## src/rtl/fruit_lane_gen.sv

```systemverilog
// fruit_lane_gen: round generator for the fruit-slicing game.
// Spawns up to three falling fruits per round, moves them down at a
// level-dependent speed, latches slices inside the hit window, then strobes
// chk until the control block completes its rs respawn handshake.
//
// Ports:
//   clk, rst_n          clock, asynchronous active-low reset
//   on                  game enable (0 = synchronous clear)
//   level[1:0]          current level (lane enables at spawn, speed per tick)
//   go                  game over, forces IDLE
//   rs1..rs3            respawn handshake from the control block
//   cut[2:0]            per-lane slice sensors (bit 0 = lane 1)
//   ac1..ac3, d1..d3    lane active / lane sliced flags for this round
//   chk                 round-check strobe
//   y1..y3[9:0]         fruit rows, 0 for inactive lanes
module fruit_lane_gen #(
  parameter int unsigned Y_MAX      = 479,
  parameter int unsigned HIT_LO     = 320,
  parameter int unsigned HIT_HI     = 440,
  parameter int unsigned TICK_DIV   = 416666,
  parameter logic [7:0]  LFSR_SEED  = 8'hA5,
  parameter int unsigned MAX_PULSES = 6
) (
  input  logic       clk,
  input  logic       rst_n,
  input  logic       on,
  input  logic [1:0] level,
  input  logic       go,
  input  logic       rs1,
  input  logic       rs2,
  input  logic       rs3,
  input  logic [2:0] cut,
  output logic       ac1,
  output logic       ac2,
  output logic       ac3,
  output logic       d1,
  output logic       d2,
  output logic       d3,
  output logic       chk,
  output logic [9:0] y1,
  output logic [9:0] y2,
  output logic [9:0] y3
);

  localparam int unsigned TW = $clog2(TICK_DIV);
  localparam int unsigned PW = $clog2(MAX_PULSES + 1);

  typedef enum logic [2:0] {
    S_IDLE,
    S_SPAWN,
    S_FALL,
    S_PULSE,
    S_LOW,
    S_EVAL
  } state_t;

  state_t          r_state;
  state_t          w_next;
  logic [7:0]      r_lfsr;
  logic [TW-1:0]   r_tick_cnt;
  logic [PW-1:0]   r_pulse_cnt;
  logic [1:0]      r_low_cnt;
  logic            r_rs_seen;
  logic [2:0]      r_ac;
  logic [2:0]      r_d;
  logic [9:0]      r_y [3];

  logic            w_tick;
  logic            w_rs_any;
  logic [2:0]      w_speed;
  logic [2:0]      w_spawn_ac;
  logic [2:0]      w_in_win;
  logic [2:0]      w_at_max;
  logic            w_all_bottom;
  logic [10:0]     w_sum    [3];
  logic [9:0]      w_y_next [3];

  assign w_tick   = (r_state == S_FALL) && (r_tick_cnt == TW'(TICK_DIV - 1));
  assign w_rs_any = rs1 | rs2 | rs3;
  assign w_speed  = {1'b0, level} + 3'd1;

  // Lane enables from the LFSR; an empty pattern always falls back to lane 1.
  always_comb begin
    w_spawn_ac = 3'b001;
    case (level)
      2'd0:    w_spawn_ac = 3'b001;
      2'd1:    w_spawn_ac = {1'b0, r_lfsr[1:0]};
      default: w_spawn_ac = r_lfsr[2:0];
    endcase
    if (w_spawn_ac == 3'b000) w_spawn_ac = 3'b001;
  end

  always_comb begin
    for (int unsigned i = 0; i < 3; i++) begin
      w_sum[i]    = {1'b0, r_y[i]} + {8'd0, w_speed};
      w_y_next[i] = (w_sum[i] > 11'(Y_MAX)) ? 10'(Y_MAX) : w_sum[i][9:0];
      w_in_win[i] = (r_y[i] >= 10'(HIT_LO)) && (r_y[i] <= 10'(HIT_HI));
      w_at_max[i] = (r_y[i] == 10'(Y_MAX));
    end
  end

  // Inactive lanes count as already at the bottom.
  assign w_all_bottom = &(~r_ac | w_at_max);

  always_ff @(posedge clk or negedge rst_n) begin
    if (!rst_n)   r_state <= S_IDLE;
    else if (!on) r_state <= S_IDLE;
    else          r_state <= w_next;
  end

  always_comb begin
    w_next = r_state;
    case (r_state)
      S_IDLE:  if (on && !go) w_next = S_SPAWN;
      S_SPAWN: w_next = S_FALL;
      S_FALL:  if (w_all_bottom) w_next = S_PULSE;
      S_PULSE: w_next = S_LOW;
      S_LOW:   if (r_low_cnt == 2'd2) w_next = S_EVAL;
      S_EVAL: begin
        if (r_rs_seen && !w_rs_any)                 w_next = S_SPAWN;
        else if (r_pulse_cnt == PW'(MAX_PULSES))    w_next = S_SPAWN;
        else                                        w_next = S_PULSE;
      end
      default: w_next = S_IDLE;
    endcase
    if (go) w_next = S_IDLE;
  end

  always_ff @(posedge clk or negedge rst_n) begin
    if (!rst_n) begin
      r_lfsr      <= LFSR_SEED;
      r_tick_cnt  <= '0;
      r_pulse_cnt <= '0;
      r_low_cnt   <= '0;
      r_rs_seen   <= 1'b0;
      r_ac        <= '0;
      r_d         <= '0;
      for (int unsigned i = 0; i < 3; i++) r_y[i] <= '0;
    end else if (!on) begin
      r_lfsr      <= LFSR_SEED;
      r_tick_cnt  <= '0;
      r_pulse_cnt <= '0;
      r_low_cnt   <= '0;
      r_rs_seen   <= 1'b0;
      r_ac        <= '0;
      r_d         <= '0;
      for (int unsigned i = 0; i < 3; i++) r_y[i] <= '0;
    end else begin
      r_lfsr <= {r_lfsr[6:0], r_lfsr[7] ^ r_lfsr[5] ^ r_lfsr[4] ^ r_lfsr[3]};

      // Held at zero outside FALL, so every FALL starts from a fresh count.
      if (r_state == S_FALL) r_tick_cnt <= w_tick ? '0 : r_tick_cnt + TW'(1);
      else                   r_tick_cnt <= '0;

      case (r_state)
        S_SPAWN: begin
          r_ac        <= w_spawn_ac;
          r_d         <= '0;
          r_pulse_cnt <= '0;
          r_rs_seen   <= 1'b0;
          for (int unsigned i = 0; i < 3; i++) r_y[i] <= '0;
        end
        S_FALL: begin
          for (int unsigned i = 0; i < 3; i++) begin
            if (r_ac[i]) begin
              if (w_tick) r_y[i] <= w_y_next[i];
              if (cut[i] && w_in_win[i]) r_d[i] <= 1'b1;
            end
          end
        end
        S_PULSE: begin
          r_pulse_cnt <= r_pulse_cnt + PW'(1);
          r_low_cnt   <= '0;
        end
        S_LOW: begin
          r_low_cnt <= r_low_cnt + 2'd1;
          if (w_rs_any) r_rs_seen <= 1'b1;
        end
        S_EVAL: begin
          if (w_rs_any) r_rs_seen <= 1'b1;
        end
        default: ;
      endcase
    end
  end

  assign {ac3, ac2, ac1} = r_ac;
  assign {d3, d2, d1}    = r_d;
  assign chk             = (r_state == S_PULSE);
  assign y1              = r_y[0];
  assign y2              = r_y[1];
  assign y3              = r_y[2];

endmodule

```

## config.mk

```make
export PLATFORM = sky130hd
export DESIGN_NAME = fruit_lane_gen
export DESIGN_NICKNAME = d
export VERILOG_FILES = /design/src/rtl/fruit_lane_gen.sv
export SDC_FILE = /design/constraint.sdc
export NUM_CORES = 1
export LEC_CHECK = 0
export BUFFER_PORTS_ARGS = -buffer_cell sky130_fd_sc_hd__buf_2
export CAP_MARGIN = 20
export CORE_ASPECT_RATIO = 1.5
export CORE_MARGIN = 2
export CORE_UTILIZATION = 54
export DETAILED_ROUTE_END_ITERATION = 12
export HOLD_SLACK_MARGIN = 0.05
export PLACE_DENSITY = 0.77
export RECOVER_POWER = 25
export SYNTH_ARGS = -nofsm -noshare
export SYNTH_HDL_FRONTEND = slang
export SYNTH_SLANG_ARGS = --single-unit
```

## constraint.sdc

```tcl
create_clock -name clk -period 2.53 [get_ports clk]
set_clock_uncertainty 0.15 [all_clocks]
set_input_delay 0.3795 -clock clk [delete_from_list [all_inputs] [get_ports clk]]
set_output_delay 0.3795 -clock clk [all_outputs]
set_load 0.01 [all_outputs]
```

==> impl_metrics.yaml <==
run_status:
  status: "finished, violations left"
  violations: "setup timing"
timing:
  worst_slew_pin_slew_ns: 1.00
  finalHoldViolations: 0
  period_needed_ns: 2.60
  grt_setup_unrepaired: "yes"
  fmax_mhz: 384
  finalSetupViolCount: 6
  slew_violations: 0
  fin_hold_ws_ns: 0.202
  worst_slack_ns: -0.0723
  max-slew-margin-rel: 0.332
  fin_crit_sh: 1.03
cts:
  h-tree-depth: 3
  cts_sinks: 72
  cts_tree: "done"
  cts_buffers: 9
  cts_root_buf: "clkbuf_16"
  cts_max_path_buffers: 2
  insertion_delay_ns: 0.34
  path_clk_slew_ns: 0.06
synth:
  synth_edf_count: 0
  yosys.area.top_type_share: 0.380
  synth-seq-cells: 72
  ys_warn_count: 0
  ys_types: 69
  synth-async-reset-ratio: 1.00
  synth_cells: 488
  syn_area_sq_um: 4480
  avgSynthCellArea_sq_um: 9.17
  yosys-top-cells-area: "dfrtp_1 38%, nor2_1 4.3%, ha_1 4.2%, a21oi_1 4.0%, nand2_1 3.3%"
  yosys.area.top_type: "dfrtp_1"
  synth_ff_type: "dfrtp_1"
  yosysSeqAreaShare: 0.404
  synthesis.nets: 518
place:
  place_ws_ns: -0.451
  finalWeightedCongestion: 0.937
  dp_hpwl_um: 8790
  portBuffers: 48
  place_inst: 680
pwr:
  power_frac_comb: 0.128
  p_switching_uw: 722
  ir_worst_vdd_uv: 517
  power.internal_mw: 2.16
  share_seq_of_total_power: 0.418
  switching_share: 0.251
  power_density_nw_per_um2: 479
  power.leakage_nw: 2.67
  power.share.clock: 0.454
worst_setup_path:
  critPathTopFamily: "compound AO/OA/AOI/OAI gates"
  path_cells: "buf_8 > clkinvlp_4 > ha_4 > buf_6 > fa_2 > nor2b_4 > o21ai_4 > a21oi_2 > a32o_2 > o22ai_4 > a31oi_1 > o221a_2"
  worstPathRequired_ns: 2.60
  worst_setup_path_end_kind: "register"
  critPathKind: "in -> reg"
  critPathLaunchType: "input port"
  crit_path_max_fanout: 8
  cp.buffers_inverters: 3
  cp_slowest_cell: "fa_2"
  cp_data_arrival_time_ns: 2.68
  cp_slowest_stage_delay_ns: 0.37
min_path:
  hold_class: "in -> reg"
die:
  die_w_um: 78.3
  core-area_sq_um: 8010
  die_h_um: 116
  start_util: 0.559
  dieArea_sq_um: 9050
  num_rows: 40
  ios: 49
cells_and_area:
  nets: 640
  diodes: 0
  most-common-layout-cells: "76 x buf_4, 66 x dfrtp_1, 50 x nor2_1"
  layout.cells.most_common: "buf_4"
  syn_to_final_growth_pct: 34.4
  layoutNonFillerInstCount: 720
  drive_gt1_frac: 0.338
global_routing:
  grt_max_degree: 73
  grt-ovfl-total: 0
  grt_pass1_wl_um: 20800
  grt_pass1_vias: 4442
  antenna_found_initial: 0
  grt_usage: 0.295
routing:
  wl_um: 13000
  drc_errors: 0
  drt_pass1_iterations: 5
  via_per_inst: 6.12
  first_iter_violations: 386
  dr_total_vias: 4409
  drt-wirelength-per-cell_um: 18.1
  drtAntennaViolNets: 0
run:
  maxCapViolations: 0
[power groups by stage]
stage / clock (mW) / combinational [mW] / sequential (mW)
global route: 1.38 / 0.401 / 1.21
global placement: 0 / 0.309 / 1.23
detailed placement: 0 / 0.319 / 1.23
CTS: 1.32 / 0.341 / 1.21
finish: 1.31 / 0.368 / 1.21
floorplan: 0 / 0.173 / 1.23
[cells in the mapped netlist (all sizes together) (2+ instances only)]
library cell	n
dfrtp	68
nor2	51
nand2	39
a21oi	36
nand3	26
o21ai	20
clkbuf	15
ha	15
xor2	15
and2	14
nand2b	14
nor3	14
inv	12
xnor2	12
nand3b	11
and3	10
nor2b	9
a31oi	7
nor4b	6
buf	5
nand4b	5
nor3b	5
o21a	5
o41ai	5
a211oi	4
a21o	4
a22o	4
dfstp	4
mux2i	4
o211ai	4
a32o	3
fa	3
nor4	3
o221a	3
o22a	3
a21boi	2
a311oi	2
and4b	2
o211a	2
o22ai	2
o31a	2
or3	2
or4b	2
[state kept, by name, indices dropped and copies added (netlist names)]
name         count
r_state          3
r_tick_cnt      19
r_d              3
r_rs_seen        1
y3              10
r_lfsr           8
r_ac             3
r_pulse_cnt      3
y2              10
r_low_cnt        2
y1              10
[cell families after synthesis]
kind of cell             after synthesis  synth area share
XOR/XNOR                              27            0.0545
AND/OR/NAND/NOR                      218             0.264
flip-flops                            72             0.404
adder cells (fa/ha/maj)               18            0.0553
multiplexers                           4           0.00894
buffers and inverters                 32            0.0288
AO/OA/AOI/OAI                        117             0.184
[worst register-to-register path: cells and delay by family (launching register included)]
kind            cells  cell delay [ns]
flops               1             0.42
compound gates      6             1.22
simple gates        1             0.14
fa+ha+maj           2             0.55
[final cells by class]
type / instances / area [sq um]
multi-input cells: 385 / 2840
fillers: 549 / 1990
flip-flops and latches: 72 / 1810
well taps: 105 / 131
clock buffers: 12 / 256
clock inverters: 4 / 52.6
inverters: 12 / 48.8
repair buffers: 130 / 883
[metrics by stage]
stage	util	total power, mW	area (sq um)	setup TNS [ns]
3_3_place_gp	0.673	1.54	5390	-5.59
6_report	0.752	2.88	6020	-0.279
2_1_floorplan	-	1.40	4640	-1.08
3_5_place_dp	0.673	1.55	5390	-8.22
5_1_grt	0.752	2.99	6020	-1.18
4_1_cts	0.729	2.87	5840	-0.0747
[layer usage]
metal	routed length, um	vias up	part of all wire	track usage
li1	-	2018	-	-
met1	4840	2113	0.37	0.331
met2	6850	217	0.52	0.509
met3	737	61	0.056	0.0646
met4	618	0	0.047	0.188
met5	0	-	0	0
[worst paths after layout]
path / to / depth (start not counted) / slack (ns) / from
worst max-delay path: y3[4] / 12 / -0.07 / level[0]
worst min-delay path: r_lfsr[0] / 2 / 0.20 / on
worst max register to register: y3[4] / 9 / -0.06 / y3[0]
worst min register to register: r_lfsr[7] / 1 / 0.29 / r_lfsr[6]
max in group asynchronous: y2[1] / 3 / 0.82 / rst_n
min in group asynchronous: y1[2] / 3 / 0.70 / rst_n
[what timing repair did]
action / CTS / global route
buffers inserted: 8 / 13
resized for setup: 16 / 23
setup endpoints to repair: 9 / 23
pin swaps: 25 / 29
hold buffers: 1 / 0
endpoints found under the hold margin: 68 / 0
cloned: 1 / 1
Note: power is estimated with default switching activity, not from simulation.
